## src/rtl/canakari_access_arbiter.sv

```systemverilog
// Round-robin arbiter sharing one CANakari register-access port among N_REQ requesters.
// Each grant runs LATCH -> STROBE -> WAIT(ACC_LAT) -> DONE and returns to IDLE.
module canakari_access_arbiter #(
  parameter int N_REQ   = 4,
  parameter int ADDR_W  = 5,
  parameter int DATA_W  = 16,
  parameter int ACC_LAT = 2
) (
  input  logic                      clk,
  input  logic                      rst,
  input  logic [N_REQ-1:0]          req_i,
  input  logic [N_REQ-1:0]          we_i,
  input  logic [N_REQ*ADDR_W-1:0]   addr_i,
  input  logic [N_REQ*DATA_W-1:0]   wdata_i,
  output logic [N_REQ-1:0]          grant_o,
  output logic [N_REQ-1:0]          ack_o,
  output logic [DATA_W-1:0]         rdata_o,
  output logic                      buf_en_o,
  output logic [ADDR_W-1:0]         buf_addr_o,
  output logic                      can_re_o,
  output logic                      can_we_o,
  output logic [DATA_W-1:0]         can_wdata_o,
  input  logic [DATA_W-1:0]         can_rdata_i,
  output logic                      busy_o
);

  localparam int PTR_W = (N_REQ > 1) ? $clog2(N_REQ) : 1;
  localparam int CNT_W = 4;

  typedef enum logic [2:0] {
    S_IDLE,
    S_LATCH,
    S_STROBE,
    S_WAIT,
    S_DONE
  } state_t;

  state_t              state_q, state_d;
  logic [PTR_W-1:0]    ptr_q, owner_q, win, ptr_next;
  logic                win_found;
  logic [PTR_W:0]      scan_idx;
  logic                we_q;
  logic [ADDR_W-1:0]   addr_q;
  logic [DATA_W-1:0]   wdata_q;
  logic [DATA_W-1:0]   rdata_q;
  logic [N_REQ-1:0]    grant_q;
  logic [CNT_W-1:0]    cnt_q;
  logic                wait_done;

  logic [ADDR_W-1:0]   addr_arr  [N_REQ];
  logic [DATA_W-1:0]   wdata_arr [N_REQ];

  genvar gi;
  generate
    for (gi = 0; gi < N_REQ; gi++) begin : g_unpack
      assign addr_arr[gi]  = addr_i[gi*ADDR_W +: ADDR_W];
      assign wdata_arr[gi] = wdata_i[gi*DATA_W +: DATA_W];
    end
  endgenerate

  // Scan upward from the pointer, wrapping; the first requester found wins.
  always_comb begin
    win_found = 1'b0;
    win       = ptr_q;
    scan_idx  = '0;
    for (int i = 0; i < N_REQ; i++) begin
      scan_idx = {1'b0, ptr_q} + (PTR_W+1)'(i);
      if (scan_idx >= (PTR_W+1)'(N_REQ)) begin
        scan_idx = scan_idx - (PTR_W+1)'(N_REQ);
      end
      if (!win_found && req_i[scan_idx[PTR_W-1:0]]) begin
        win_found = 1'b1;
        win       = scan_idx[PTR_W-1:0];
      end
    end
  end

  assign wait_done = (state_q == S_WAIT) && (cnt_q == CNT_W'(ACC_LAT - 1));
  assign ptr_next  = (owner_q == PTR_W'(N_REQ - 1)) ? '0 : owner_q + PTR_W'(1);

  always_ff @(posedge clk or negedge rst) begin
    if (!rst) begin
      state_q <= S_IDLE;
    end else begin
      state_q <= state_d;
    end
  end

  always_comb begin
    state_d  = state_q;
    busy_o   = (state_q != S_IDLE);
    buf_en_o = 1'b0;
    can_re_o = 1'b0;
    can_we_o = 1'b0;
    ack_o    = '0;
    case (state_q)
      S_IDLE:   if (win_found) state_d = S_LATCH;
      S_LATCH: begin
        buf_en_o = 1'b1;
        state_d  = S_STROBE;
      end
      S_STROBE: begin
        can_re_o = ~we_q;
        can_we_o = we_q;
        state_d  = S_WAIT;
      end
      S_WAIT:   if (wait_done) state_d = S_DONE;
      S_DONE: begin
        ack_o   = grant_q;
        state_d = S_IDLE;
      end
      default:  state_d = S_IDLE;
    endcase
  end

  // Request inputs are captured once at grant time; later changes are ignored.
  always_ff @(posedge clk or negedge rst) begin
    if (!rst) begin
      ptr_q   <= '0;
      owner_q <= '0;
      we_q    <= 1'b0;
      addr_q  <= '0;
      wdata_q <= '0;
      rdata_q <= '0;
      grant_q <= '0;
      cnt_q   <= '0;
    end else begin
      case (state_q)
        S_IDLE: begin
          if (win_found) begin
            owner_q <= win;
            we_q    <= we_i[win];
            addr_q  <= addr_arr[win];
            wdata_q <= wdata_arr[win];
            grant_q <= N_REQ'(1) << win;
          end
        end
        S_STROBE: cnt_q <= '0;
        S_WAIT: begin
          cnt_q <= cnt_q + CNT_W'(1);
          if (wait_done && !we_q) rdata_q <= can_rdata_i;
        end
        S_DONE: begin
          ptr_q   <= ptr_next;
          grant_q <= '0;
        end
        default: ;
      endcase
    end
  end

  assign grant_o     = grant_q;
  assign rdata_o     = rdata_q;
  assign buf_addr_o  = addr_q;
  assign can_wdata_o = wdata_q;

endmodule
```

## config.mk

```make
export PLATFORM = sky130hd
export DESIGN_NAME = canakari_access_arbiter
export DESIGN_NICKNAME = d
export VERILOG_FILES = /design/src/rtl/canakari_access_arbiter.sv
export SDC_FILE = /design/constraint.sdc
export NUM_CORES = 1
export LEC_CHECK = 0
export ABC_AREA = 1
export CAP_MARGIN = 30
export CELL_PAD_IN_SITES_DETAIL_PLACEMENT = 1
export CELL_PAD_IN_SITES_GLOBAL_PLACEMENT = 1
export CORE_AREA = 2 2 127 104
export DETAILED_ROUTE_END_ITERATION = 8
export DIE_AREA = 0 0 129 106
export PLACE_DENSITY = 0.78
export SETUP_SLACK_MARGIN = 0.15
export SYNTH_ARGS = -nofsm -noshare
export SYNTH_HDL_FRONTEND = slang
export SYNTH_SLANG_ARGS = --single-unit
```

## constraint.sdc

```tcl
create_clock -name clk -period 2.14 [get_ports clk]
set_clock_uncertainty 0.15 [all_clocks]
set_input_delay 0.428 -clock clk [delete_from_list [all_inputs] [get_ports clk]]
set_output_delay 0.428 -clock clk [all_outputs]
set_load 0.05 [all_outputs]
```

==> PnR_summary.wiki <==
{| class="wikitable"
! Metric !! Value
|-
| Status || finished with violations
|-
| Failing checks || setup timing
|-
| I/O pin cnt || between 150 and 200
|-
| Number of CTS-inserted buffers || 5
|-
| Final setup vio count || 26
|-
| Total number of H-tree levels || 2
|-
| Maximum fanout along the worst path || 22
|-
| Residual DRC || 0
|-
| Number of cells after detailed placement || 846
|-
| Register area share after synthesis || 37.7%
|-
| Register bit total from synthesis || 53
|-
| Count of nets left with antenna violations after detail routing || 0
|-
| Clk network pwr share || 6.8%
|-
| Time the final worst path needs with I/O delays and setup || around 2300 ps
|-
| Pins over their slew limit || 0
|-
| Total negative slack || -2430 ps
|-
| First-pass detailed-route iteration total || 4
|-
| Vias in the first global route || 4517
|-
| Clk_lat worst skew || 300 ps
|-
| Part of the power in registers || 14.3%
|-
| Max_cap viols || 0
|-
| Arrival time of the worst setup path || 2360 ps
|-
| Series of cell instances along the critical path || buf_8 > nand2_4 > nand2_4 > nand2_2 > nand2_4 > nor2_4 > nand4_4 > clkbuf_16 > nand3_1 > nand2_1 > nand2_2 > nand2_2 > nand2_1 > nand2_1
|-
| Worst Setup Start Kind || flop
|-
| HPWL after detailed placement || 10.8 mm
|-
| Vias || 4454
|-
| Post-detailed-placement cell area || 0.00551 sq mm
|-
| Logic depth of the worst path, buffers included || 14
|-
| Worst path bufs/invs || 2
|-
| Library cell occupying the most area in the post-synthesis netlist || dfrtp_1
|-
| Cell at the root of the clock tree || clkbuf_16
|-
| Final number of hold-violating endpoints || 0
|-
| Total clock sinks || 53
|-
| Slowest stage cell, crit path || dfrtp_2
|-
| Netlist area before placement || about 0.0035 sq mm
|-
| Post-route cell area || 0.00652 sq mm
|-
| Measured slew at the worst slew-check pin || roughly 520 ps
|-
| Detailed Route Iter0 Violations || 124
|-
| Initial antenna violation count || 0
|-
| Port Buffers || 158
|-
| Number of buffers on the longest clock path || 2
|-
| Synthesized area divided by synthesized cell count || 6.86 sq um
|-
| Die outline area || 0.0137 sq mm
|-
| Predominant post-synthesis flop cell || dfrtp_1
|-
| Area occupied by multi-input gates || 0.00233 sq mm
|-
| Core area || around 0.013 sq mm
|-
| Fraction of synthesis flops using an asynchronous set or reset pin || 100%
|-
| RSZ-0062 raised after global routing || yes
|-
| Reg2Reg Depth || 14
|-
| Static power due to leakage || between 3 and 4 nW
|-
| CTS tree || done
|-
| Post-Synthesis Net Count || 625
|-
| Effective utilization at floorplan || 28.0%
|-
| Switching power as a share of total power || a little over half
|-
| Die Y-Extent || ~110 um
|-
| Remaining Overflow, GRT || 0
|-
| Row count || 37
|-
| Fraction of layout instances using a drive strength above 1 || between 20% and 30%
|-
| Area used by sequential logic in the layout || 0.00133 sq mm
|-
| Fill count || 1485
|-
| Distinct cells, synth || 28
|-
| Worst flop-to-flop path endpoint || can_wdata_o[4]
|-
| Setup crit start || ptr_q[0]
|-
| Worst setup path endpoint || can_wdata_o[4]
|-
| Classification of the worst setup path || reg -> reg
|-
| Worst max-slew margin expressed relative to the limit || 65.5%
|-
| Most instantiated library cell after synthesis || nand2_1
|-
| Setup crit end kind || flop
|-
| Weighted congestion reported at the end of routability-driven placement || 0.903
|-
| Worst path top cell family by delay || simple AND/OR/NAND/NOR gates
|-
| Net switching power || between 6 and 7 mW
|-
| Worst min-delay path class || reg -> reg
|-
| Setup slack after placement || -363 ps
|-
| Synth-to-layout area growth || 85.6%
|-
| Synth top cells by count || 235 x nand2_1, 108 x nand3_1, 53 x dfrtp_1
|-
| Number of nets in the layout || 818
|-
| Clock Pin Slew Worst Setup and Hold Paths || approximately 80 ps
|-
| Combinational cell fraction of total power || between 70% and 80%
|-
| Period Utilization, post-route || 108%
|-
| Ratio of total power to cell area || approximately 2000 mW/mm^2
|-
| Setup ws final || -177 ps
|-
| Worst Hold Slack || 331 ps
|-
| Worst vdd rail ir drop || 0.799 mV
|-
| Synth top area share || between 30% and 40%
|-
| Worst path required time || 2180 ps
|-
| Via density || 5.06
|-
| Antenna diode count || 0
|-
| Pin count of the biggest net entering global routing || 54
|-
| First-pass GRT wire length || 22.9 mm
|-
| Internal Pwr Total || 5.99 mW
|-
| Worst setup slack for register-to-register paths || -180 ps
|-
| Synth top area cells || dfrtp_1 38%, nand2_1 25%, nand3_1 15%
|-
| Post-Synthesis Cells || between 500 and 600
|-
| Post-Route WL || 16.9 mm
|-
| Hold path depth || 2
|-
| Die width || 129 um
|-
| Count of flip-flops with a built-in enable after synthesis || 0
|-
| Synthesis Warnings || 0
|-
| Average wire per standard cell || 19.2 um
|-
| R2r startpoint || ptr_q[0]
|-
| Global-route total usage across every layer || 20.9%
|-
| Max incr delay on CP || between 400 and 500 ps
|-
| Final non-filler cell total || 881
|-
| Fmax || roughly 430 MHz
|}
==> tightest hold or removal path, cell delays in order, from the launching register on <==
cell and delay (ps):
dfrtp_1 350, nand2_1 50, nand2_1 50
==> stage by stage <==
stage / util (%) / power [mW]
2_1_floorplan: - / 6.73
3_3_place_gp: 43.9 / 9.24
3_5_place_dp: 43.9 / 9.46
4_1_cts: 45.9 / 10.4
5_1_grt: 52.0 / 13.7
6_report: 52.0 / 12.9
==> layout make-up <==
type / count / share of cell area, %
clock buffer: 5 / 1.92
clock inverter: 3 / 0.441
inverter: 24 / 1.73
multi-input combinational: 407 / 35.8
sequential: 53 / 20.4
tap: 175 / 3.36
timing repair buffer: 213 / 36.3
timing repair inverter: 1 / 0.0768
==> power groups by stage <==
stage | Combinational [mW] | Sequential, mW | Clock (mW)
after floorplan | 3.72 | 3.01 | 0
after global placement | 7.46 | 1.77 | 0
after detailed placement | 7.65 | 1.80 | 0
after CTS | 7.70 | 1.81 | 0.890
after global routing | 10.8 | 1.90 | 0.937
final | 10.2 | 1.84 | 0.872
==> cell usage in the layout, fill, tap and decap left out, drive strengths merged <==
master	synthesis	final
a21oi	3	3
buf	26	67
clkbuf	2	15
clkdlybuf4s50	0	104
clkinv	0	4
dfrtp	53	53
dlygate4sd2	0	27
dlygate4sd3	0	1
dlymetal6s2s	0	4
ha	3	3
inv	24	24
mux2	16	16
nand2	244	244
nand3	108	108
nand3b	1	1
nand4	3	3
nor2	14	14
nor3	3	3
o21ai	7	7
o22ai	2	2
o31ai	1	1
o32ai	1	1
xnor2	1	1
==> state kept, by name, summed over array words and instances, names as in the netlist, 2 cells and up <==
signal,count
can_wdata_o,16
rdata_o,16
buf_addr_o,5
cnt_q,4
grant_o,4
state_q,3
owner_q,2
ptr_q,2
==> logic make-up (layout without fill, tap and decap cells) <==
logic type      Yosys count  after routing  synth area share [%]
compound gates           14             14                  2.24
xor+xnor                  1              1                 0.249
fa+ha+maj                 3              3                  1.07
buf+inv                  52            246                  7.34
flops                    53             53                  37.7
mux                      16             16                  5.13
simple gates            373            373                  46.2
==> repair_timing <==
action | CTS | global route
cloned | 1 | 14
hold endpoints to repair | 53 | 0
buffers inserted | 2 | 9
gates resized for setup | 56 | 117
endpoints found under the setup margin | 61 | 51
hold buffers | 1 | 0
pin swaps | 8 | 39
==> layer usage <==
metal  track usage (%)  vias to the layer above  part of all wire [%]  wire, um
li1                  -                     2038                     -         -
met1              25.6                     2170                    40      6810
met2              35.7                      212                    48      8040
met3              7.30                       34                   9.6      1630
met4              4.11                        0                   2.5       430
met5                 0                        -                     0         0
==> how the worst min path moves through the flow <==
stage                   start             end  slack, ps
2_1_floorplan             rst   buf_addr_o[0]        -20
3_3_place_gp              rst      rdata_o[3]        290
3_5_place_dp              rst      rdata_o[4]        300
4_1_cts        can_wdata_o[9]  can_wdata_o[9]        340
5_1_grt         buf_addr_o[4]   buf_addr_o[4]        350
6_report       can_wdata_o[9]  can_wdata_o[9]        330
(Power assumes the default switching activity.)
